$ cat config.mk
export PLATFORM = sky130hd
export DESIGN_NAME = pipeline_hazard_ctrl_flat
export DESIGN_NICKNAME = d
export VERILOG_FILES = /design/src/rtl/pipeline_hazard_ctrl_if.sv /design/src/rtl/pipeline_hazard_ctrl.sv /design/src/flat_wrapper.sv
export SDC_FILE = /design/constraint.sdc
export NUM_CORES = 1
export LEC_CHECK = 0
export ABC_AREA = 1
export ABC_CLOCK_PERIOD_IN_PS = 1800
export CAP_MARGIN = 20
export CORE_UTILIZATION = 50
export DETAILED_ROUTE_END_ITERATION = 7
export GPL_TIMING_DRIVEN = 1
export PLACE_DENSITY = 0.88
export SKIP_CTS_REPAIR_TIMING = 1
export SYNTH_ARGS = -nofsm -noshare
export SYNTH_HDL_FRONTEND = slang
export SYNTH_SLANG_ARGS = --single-unit
$ cat constraint.sdc
create_clock -name CLK -period 1.8 [get_ports CLK]
set_input_delay 0.18 -clock CLK [delete_from_list [all_inputs] [get_ports CLK]]
set_output_delay 0.18 -clock CLK [all_outputs]
set_load 0.01 [all_outputs]
$ cat src/rtl/pipeline_hazard_ctrl_if.sv
// Hazard-control bundle between the OTTER pipeline datapath (master) and the
// stall/flush/forwarding controller (slave).
interface pipeline_hazard_ctrl_if #(
    parameter int unsigned CNT_W = 32
);
    logic [4:0]       ID_RS1;
    logic [4:0]       ID_RS2;
    logic             ID_RS1_USED;
    logic             ID_RS2_USED;
    logic [4:0]       EX_RS1;
    logic [4:0]       EX_RS2;
    logic [4:0]       EX_RD;
    logic             EX_MEMREAD;
    logic             EX_BR_TAKEN;
    logic [4:0]       MEM_RD;
    logic             MEM_REGWRITE;
    logic             MEM_MEMREAD;
    logic [4:0]       WB_RD;
    logic             WB_REGWRITE;
    logic             MEM_BUSY;

    logic             PC_EN;
    logic             IF_ID_EN;
    logic             ID_EX_EN;
    logic             EX_MEM_EN;
    logic             MEM_WB_EN;
    logic             IF_ID_NOP;
    logic             ID_EX_NOP;
    logic [1:0]       FWD_A;
    logic [1:0]       FWD_B;
    logic             ID_BYP1;
    logic             ID_BYP2;
    logic [CNT_W-1:0] STALL_CNT;
    logic [CNT_W-1:0] FLUSH_CNT;

    modport master (
        output ID_RS1, ID_RS2, ID_RS1_USED, ID_RS2_USED, EX_RS1, EX_RS2, EX_RD,
               EX_MEMREAD, EX_BR_TAKEN, MEM_RD, MEM_REGWRITE, MEM_MEMREAD,
               WB_RD, WB_REGWRITE, MEM_BUSY,
        input  PC_EN, IF_ID_EN, ID_EX_EN, EX_MEM_EN, MEM_WB_EN, IF_ID_NOP, ID_EX_NOP,
               FWD_A, FWD_B, ID_BYP1, ID_BYP2, STALL_CNT, FLUSH_CNT
    );

    modport slave (
        input  ID_RS1, ID_RS2, ID_RS1_USED, ID_RS2_USED, EX_RS1, EX_RS2, EX_RD,
               EX_MEMREAD, EX_BR_TAKEN, MEM_RD, MEM_REGWRITE, MEM_MEMREAD,
               WB_RD, WB_REGWRITE, MEM_BUSY,
        output PC_EN, IF_ID_EN, ID_EX_EN, EX_MEM_EN, MEM_WB_EN, IF_ID_NOP, ID_EX_NOP,
               FWD_A, FWD_B, ID_BYP1, ID_BYP2, STALL_CNT, FLUSH_CNT
    );
endinterface

$ cat src/rtl/pipeline_hazard_ctrl.sv
// Stall/flush/forwarding controller for the 5-stage OTTER pipeline: load-use bubbles,
// taken-branch flush window, data-memory freeze, operand forwarding and event counters.
module pipeline_hazard_ctrl #(
    parameter int unsigned FLUSH_CYCLES = 2,
    parameter int unsigned CNT_W        = 32
) (
    input logic                  CLK,
    input logic                  RST_N,
    pipeline_hazard_ctrl_if.slave hz
);
    typedef enum logic [1:0] {StRun, StFlush, StMemWait} state_t;

    localparam logic [CNT_W-1:0] CntOne = CNT_W'(1);
    localparam logic [2:0]       FcLoad = 3'(FLUSH_CYCLES - 1);

    state_t           state_q;
    logic   [2:0]     fc_q;
    logic             saved_flush_q;
    logic [CNT_W-1:0] stall_q;
    logic [CNT_W-1:0] flush_q;

    logic eff_flush;
    logic load_use_raw;
    logic load_use;

    // MEM_WAIT behaves as whichever state it froze once the memory releases.
    assign eff_flush = (state_q == StFlush) || ((state_q == StMemWait) && saved_flush_q);

    assign load_use_raw = hz.EX_MEMREAD && (hz.EX_RD != 5'd0) &&
                          ((hz.ID_RS1_USED && (hz.ID_RS1 == hz.EX_RD)) ||
                           (hz.ID_RS2_USED && (hz.ID_RS2 == hz.EX_RD)));
    assign load_use     = load_use_raw && !eff_flush;

    always_ff @(posedge CLK) begin
        if (!RST_N) begin
            state_q       <= StRun;
            fc_q          <= 3'd0;
            saved_flush_q <= 1'b0;
            stall_q       <= '0;
            flush_q       <= '0;
        end else if (hz.MEM_BUSY) begin
            state_q       <= StMemWait;
            saved_flush_q <= eff_flush;
            stall_q       <= stall_q + CntOne;
        end else if (hz.EX_BR_TAKEN) begin
            flush_q <= flush_q + CntOne;
            if (FLUSH_CYCLES > 1) begin
                state_q <= StFlush;
                fc_q    <= FcLoad;
            end else begin
                state_q <= StRun;
                fc_q    <= 3'd0;
            end
        end else if (eff_flush) begin
            fc_q    <= fc_q - 3'd1;
            state_q <= (fc_q == 3'd1) ? StRun : StFlush;
        end else begin
            state_q <= StRun;
            if (load_use) begin
                stall_q <= stall_q + CntOne;
            end
        end
    end

    always_comb begin
        hz.PC_EN     = 1'b1;
        hz.IF_ID_EN  = 1'b1;
        hz.ID_EX_EN  = 1'b1;
        hz.EX_MEM_EN = 1'b1;
        hz.MEM_WB_EN = 1'b1;
        hz.IF_ID_NOP = 1'b0;
        hz.ID_EX_NOP = 1'b0;
        if (!RST_N) begin
            hz.PC_EN     = 1'b0;
            hz.IF_ID_EN  = 1'b0;
            hz.ID_EX_EN  = 1'b0;
            hz.EX_MEM_EN = 1'b0;
            hz.MEM_WB_EN = 1'b0;
            hz.IF_ID_NOP = 1'b1;
            hz.ID_EX_NOP = 1'b1;
        end else if (hz.MEM_BUSY) begin
            hz.PC_EN     = 1'b0;
            hz.IF_ID_EN  = 1'b0;
            hz.ID_EX_EN  = 1'b0;
            hz.EX_MEM_EN = 1'b0;
            hz.MEM_WB_EN = 1'b0;
        end else if (hz.EX_BR_TAKEN) begin
            hz.IF_ID_NOP = 1'b1;
            hz.ID_EX_NOP = 1'b1;
        end else if (eff_flush) begin
            hz.IF_ID_NOP = 1'b1;
        end else if (load_use) begin
            hz.PC_EN     = 1'b0;
            hz.IF_ID_EN  = 1'b0;
            hz.ID_EX_NOP = 1'b1;
        end
    end

    // A load still in MEM has no result yet, so it never forwards from EX/MEM.
    always_comb begin
        hz.FWD_A   = 2'b00;
        hz.FWD_B   = 2'b00;
        hz.ID_BYP1 = 1'b0;
        hz.ID_BYP2 = 1'b0;
        if (RST_N) begin
            if (hz.MEM_REGWRITE && !hz.MEM_MEMREAD && (hz.MEM_RD != 5'd0) &&
                (hz.MEM_RD == hz.EX_RS1)) begin
                hz.FWD_A = 2'b01;
            end else if (hz.WB_REGWRITE && (hz.WB_RD != 5'd0) && (hz.WB_RD == hz.EX_RS1)) begin
                hz.FWD_A = 2'b10;
            end
            if (hz.MEM_REGWRITE && !hz.MEM_MEMREAD && (hz.MEM_RD != 5'd0) &&
                (hz.MEM_RD == hz.EX_RS2)) begin
                hz.FWD_B = 2'b01;
            end else if (hz.WB_REGWRITE && (hz.WB_RD != 5'd0) && (hz.WB_RD == hz.EX_RS2)) begin
                hz.FWD_B = 2'b10;
            end
            hz.ID_BYP1 = hz.WB_REGWRITE && (hz.WB_RD != 5'd0) && (hz.WB_RD == hz.ID_RS1);
            hz.ID_BYP2 = hz.WB_REGWRITE && (hz.WB_RD != 5'd0) && (hz.WB_RD == hz.ID_RS2);
        end
    end

    assign hz.STALL_CNT = stall_q;
    assign hz.FLUSH_CNT = flush_q;
endmodule

$ cat src/flat_wrapper.sv
// flat-port wrapper written by rule: the top's interface ports become plain ports
module pipeline_hazard_ctrl_flat 
#(
    parameter int unsigned FLUSH_CYCLES = 2,
    parameter int unsigned CNT_W        = 32
)
  (CLK, RST_N, hz_ID_RS1, hz_ID_RS2, hz_ID_RS1_USED, hz_ID_RS2_USED, hz_EX_RS1, hz_EX_RS2, hz_EX_RD, hz_EX_MEMREAD, hz_EX_BR_TAKEN, hz_MEM_RD, hz_MEM_REGWRITE, hz_MEM_MEMREAD, hz_WB_RD, hz_WB_REGWRITE, hz_MEM_BUSY, hz_PC_EN, hz_IF_ID_EN, hz_ID_EX_EN, hz_EX_MEM_EN, hz_MEM_WB_EN, hz_IF_ID_NOP, hz_ID_EX_NOP, hz_FWD_A, hz_FWD_B, hz_ID_BYP1, hz_ID_BYP2, hz_STALL_CNT, hz_FLUSH_CNT);
  pipeline_hazard_ctrl_if #(.CNT_W(CNT_W)) hz_i ();
  input logic CLK;
  input logic RST_N;
  input wire logic [$bits(hz_i.ID_RS1)-1:0] hz_ID_RS1;
  input wire logic [$bits(hz_i.ID_RS2)-1:0] hz_ID_RS2;
  input wire logic [$bits(hz_i.ID_RS1_USED)-1:0] hz_ID_RS1_USED;
  input wire logic [$bits(hz_i.ID_RS2_USED)-1:0] hz_ID_RS2_USED;
  input wire logic [$bits(hz_i.EX_RS1)-1:0] hz_EX_RS1;
  input wire logic [$bits(hz_i.EX_RS2)-1:0] hz_EX_RS2;
  input wire logic [$bits(hz_i.EX_RD)-1:0] hz_EX_RD;
  input wire logic [$bits(hz_i.EX_MEMREAD)-1:0] hz_EX_MEMREAD;
  input wire logic [$bits(hz_i.EX_BR_TAKEN)-1:0] hz_EX_BR_TAKEN;
  input wire logic [$bits(hz_i.MEM_RD)-1:0] hz_MEM_RD;
  input wire logic [$bits(hz_i.MEM_REGWRITE)-1:0] hz_MEM_REGWRITE;
  input wire logic [$bits(hz_i.MEM_MEMREAD)-1:0] hz_MEM_MEMREAD;
  input wire logic [$bits(hz_i.WB_RD)-1:0] hz_WB_RD;
  input wire logic [$bits(hz_i.WB_REGWRITE)-1:0] hz_WB_REGWRITE;
  input wire logic [$bits(hz_i.MEM_BUSY)-1:0] hz_MEM_BUSY;
  output wire logic [$bits(hz_i.PC_EN)-1:0] hz_PC_EN;
  output wire logic [$bits(hz_i.IF_ID_EN)-1:0] hz_IF_ID_EN;
  output wire logic [$bits(hz_i.ID_EX_EN)-1:0] hz_ID_EX_EN;
  output wire logic [$bits(hz_i.EX_MEM_EN)-1:0] hz_EX_MEM_EN;
  output wire logic [$bits(hz_i.MEM_WB_EN)-1:0] hz_MEM_WB_EN;
  output wire logic [$bits(hz_i.IF_ID_NOP)-1:0] hz_IF_ID_NOP;
  output wire logic [$bits(hz_i.ID_EX_NOP)-1:0] hz_ID_EX_NOP;
  output wire logic [$bits(hz_i.FWD_A)-1:0] hz_FWD_A;
  output wire logic [$bits(hz_i.FWD_B)-1:0] hz_FWD_B;
  output wire logic [$bits(hz_i.ID_BYP1)-1:0] hz_ID_BYP1;
  output wire logic [$bits(hz_i.ID_BYP2)-1:0] hz_ID_BYP2;
  output wire logic [$bits(hz_i.STALL_CNT)-1:0] hz_STALL_CNT;
  output wire logic [$bits(hz_i.FLUSH_CNT)-1:0] hz_FLUSH_CNT;
  assign hz_i.ID_RS1 = hz_ID_RS1;
  assign hz_i.ID_RS2 = hz_ID_RS2;
  assign hz_i.ID_RS1_USED = hz_ID_RS1_USED;
  assign hz_i.ID_RS2_USED = hz_ID_RS2_USED;
  assign hz_i.EX_RS1 = hz_EX_RS1;
  assign hz_i.EX_RS2 = hz_EX_RS2;
  assign hz_i.EX_RD = hz_EX_RD;
  assign hz_i.EX_MEMREAD = hz_EX_MEMREAD;
  assign hz_i.EX_BR_TAKEN = hz_EX_BR_TAKEN;
  assign hz_i.MEM_RD = hz_MEM_RD;
  assign hz_i.MEM_REGWRITE = hz_MEM_REGWRITE;
  assign hz_i.MEM_MEMREAD = hz_MEM_MEMREAD;
  assign hz_i.WB_RD = hz_WB_RD;
  assign hz_i.WB_REGWRITE = hz_WB_REGWRITE;
  assign hz_i.MEM_BUSY = hz_MEM_BUSY;
  assign hz_PC_EN = hz_i.PC_EN;
  assign hz_IF_ID_EN = hz_i.IF_ID_EN;
  assign hz_ID_EX_EN = hz_i.ID_EX_EN;
  assign hz_EX_MEM_EN = hz_i.EX_MEM_EN;
  assign hz_MEM_WB_EN = hz_i.MEM_WB_EN;
  assign hz_IF_ID_NOP = hz_i.IF_ID_NOP;
  assign hz_ID_EX_NOP = hz_i.ID_EX_NOP;
  assign hz_FWD_A = hz_i.FWD_A;
  assign hz_FWD_B = hz_i.FWD_B;
  assign hz_ID_BYP1 = hz_i.ID_BYP1;
  assign hz_ID_BYP2 = hz_i.ID_BYP2;
  assign hz_STALL_CNT = hz_i.STALL_CNT;
  assign hz_FLUSH_CNT = hz_i.FLUSH_CNT;
  pipeline_hazard_ctrl #(.FLUSH_CYCLES(FLUSH_CYCLES), .CNT_W(CNT_W)) u_core (.CLK(CLK), .RST_N(RST_N), .hz(hz_i));
endmodule
==> results.md <==
* Outcome: finished clean
* Max Fclk at ~0.57 GHz
* Ratio of cells with drive above 1 in the final layout at 10.8%
* Async S/R FF share, synth at 0%
* Critical Path AT at around 1.6 ns
* Tot GR Track Use at between 20 and 30%
* Power per Cell Area at ~500 mW/mm^2
* Drt total wl at approximately 15000 um
* Worst r2r path cells at 8
* Initial antenna violation count at 0
* Syn Nets at between 800 and 900
* WL per Instance at ~13 um
* Synth Warn # at 0
* NetSw at about 0.91 mW
* Net Sw Frac at about a quarter
* Final Cycle Share at 98.0%
* Post-synth cell types at 36
* Synth Area in XOR/XNOR at roughly 7%
* Largest family of logic cells by synthesized area: simple AND/OR/NAND/NOR gates
* Grt total ovfl at 0
* VDD IR max at 341 uV
* Final Net Count at about 1000
* CTS Root Cell: clkbuf_8
* DP Area at between 0.006 and 0.007 mm^2
* Seq pwr share at 44.9%
* H-Tree Depth at 3
* # DRC at 0
* Crit path capture: hz_ID_BYP1
* R2R Path End: u_core.hz.STALL_CNT[16]
* Cell internal pwr at 2.59 mW
* Die width at between 100 and 150 um
* Worst Setup SP: hz_WB_RD[0]
* Hold WS at between 0.4 and 0.5 ns
* Antenna Cells at 0
* Clk pwr share at 40.5%
* Total power at around 3.5 mW
* Post-route minimum period at between 1.5 and 2 ns
* Worst Path Required at around 1.6 ns
* Final Hold Fails at 0
* Synthesized area at a little under 0.005 mm^2
* Worst skew pair latency at 0.35 ns
* Slew headroom at about two thirds
* Crit-path max FO at 4
* Vias per inst at about 5.2
* Area grow syn2layout at 39.1%
* Clock Skew at 0.0111 ns
* Seq/Total Area, Yosys at ~28%
* Synth Area in Compound Gates at under 10%
* # fillers at around 770
* Core area at 0.00942 mm^2
* Vias in the first global route at 5381
* Avg Cell Area, Syn at around 6 um^2
* DP Wirelength at between 10000 and 15000 um
* Num ports at 122
* Setup TNS Final at 0 ns
* Crit Path Class: in2out
* Reg clk slew, reported paths at roughly 0.070 ns
* Initial DRC count at about 290
* Post-synth top flop: dfxtp_1
* Max-slew violations at 0
* IO Port Bufs at between 100 and 150
* Synth top area share at between 20 and 30%
* Gate Count Post-Synth at roughly 830
* Most common cell in the netlist: nand2_1
* DR pass1 iterations at 5
* CP Capture Type: output port
* Remaining antenna violation count at 0
* Synth Register Bits at 70
* Cell accounting for the most synthesized area: dfxtp_1
* Critical path launch point type: primary input
* CTS tree: built
* Fin area at 0.00686 mm^2
* Comb pwr share at roughly 15%
* Starting Density at 52.4%
* Flop-to-flop setup slack at around 0.16 ns
* Leakage at about 2.9 nW
* Final Wtd Congestion at around 0.96
* Wire length of the first global-routing pass at approximately 24000 um
* Post-synth EDFFs at 0
* Tightest Hold Check Type: reg2reg
* Vias at 5786
* Die span in y at 101 um
* Worst Tran Pin Value at roughly 0.48 ns
* Largest net degree at the start of global routing at between 40 and 50
* Multiplexer share of the synthesized area at 0%
* Critical R2R Launch: u_core.hz.STALL_CNT[0]
* Adder and majority gate portion of the synthesized area at just over 1%
* Number of CTS-inserted buffers at 9
* Final setup vio count at 0
* Top cells by count, synth: nand2_1, nor2_1, inv_1
* Die Footprint at 0.0103 mm^2
* Finished Core Util at between 70% and 80%
* # clock sinks at 70
* Top cells by area, synth: dfxtp_1, nand2_1, nor2_1, nand3_1, inv_1
* Row cnt at 35
* RSZ-0062 raised after global routing: true
* Simple-gate share of the synthesized area at 45.8%
* Max Root-Sink Buffers at 2
* Max-cap violations at 0
per-stage QoR:
stage                     worst slack (ns)  instances
after floorplan                      0.167        825
after CTS                           -0.404       1112
after global placement              -0.354       1096
after detailed placement            -0.379       1096
after global routing               -0.0371       1112
final                               0.0359       1112
power groups by stage:
stage               registers (mW)  logic, mW  clock network, mW
floorplan                     1.62      0.229                  0
global route                  1.58      0.557               1.51
finish                        1.57      0.510               1.42
detailed placement            1.61      0.499                  0
global placement              1.61      0.490                  0
CTS                           1.57      0.502               1.45
critical path: stages:
cell and delay [ns]:
clkdlybuf4s50_1 0.57, inv_1 0.10, nand2_1 0.10, o41ai_2 0.07, buf_4 0.15, nor4_1 0.21
dlymetal6s2s_1 0.21
worst min-delay path by stage:
stage	start	end	slack, ns	cells after the start
CTS	u_core.saved_flush_q	u_core.saved_flush_q	0.47	2
global placement	u_core.saved_flush_q	u_core.saved_flush_q	0.45	2
finish	u_core.saved_flush_q	u_core.saved_flush_q	0.47	2
detailed placement	u_core.saved_flush_q	u_core.saved_flush_q	0.45	2
floorplan	hz_MEM_BUSY	u_core.state_q[1]	0.29	2
global route	u_core.fc_q[2]	u_core.state_q[0]	0.53	2
layout by cell type (no fill, tap or decap), types with 3 or more instances in the layout:
master | synthesis | final
nor2_2 | 4 | 6
nor3_1 | 21 | 18
dlymetal6s2s_1 | 0 | 24
clkbuf_8 | 0 | 9
nor3_2 | 2 | 5
o21a_1 | 4 | 4
clkdlybuf4s50_1 | 0 | 95
nor2_1 | 106 | 104
xor2_1 | 23 | 23
a21oi_1 | 53 | 53
nor2_4 | 5 | 5
o21ai_0 | 12 | 11
o211ai_1 | 3 | 3
buf_4 | 3 | 46
inv_2 | 4 | 8
nand2_1 | 278 | 276
nand2_2 | 6 | 8
nand3_2 | 3 | 3
nand4_1 | 10 | 10
dfxtp_1 | 70 | 70
inv_1 | 80 | 76
nand3b_1 | 17 | 17
xnor2_1 | 16 | 16
nand3_1 | 62 | 62
ha_1 | 4 | 4
metal layers:
layer  global-route usage, %  wire (um)  vias up
met2                    50.7       7030      174
li1                        -          -     2939
met4                    11.5        394        0
met5                       0          0        -
met3                    4.90        775       28
met1                    35.9       6410     2645
layout make-up:
cell class	count	area (um^2)	area share, %
clock buffers	9	124	1.80
inverters	84	315	4.59
repair buffers	167	1610	23.4
multi-input cells	646	3160	46.0
well taps	129	161	2.35
flip-flops and latches	70	1400	20.4
clock inverters	7	96.3	1.40
logic make-up after synthesis:
| logic type | after synthesis |
|---|---|
| AND/OR/NAND/NOR | 521 |
| buffers and inverters | 109 |
| AO/OA/AOI/OAI | 82 |
| flip-flops | 70 |
| XOR/XNOR | 39 |
| adder cells (fa/ha/maj) | 4 |
flip-flops by register name, summed over array words and instances, names as in the netlist:
name	cells
u_core.state_q	2
u_core.hz.STALL_CNT	32
u_core.hz.FLUSH_CNT	32
u_core.fc_q	3
u_core.saved_flush_q	1
(Power assumes the default switching activity.)
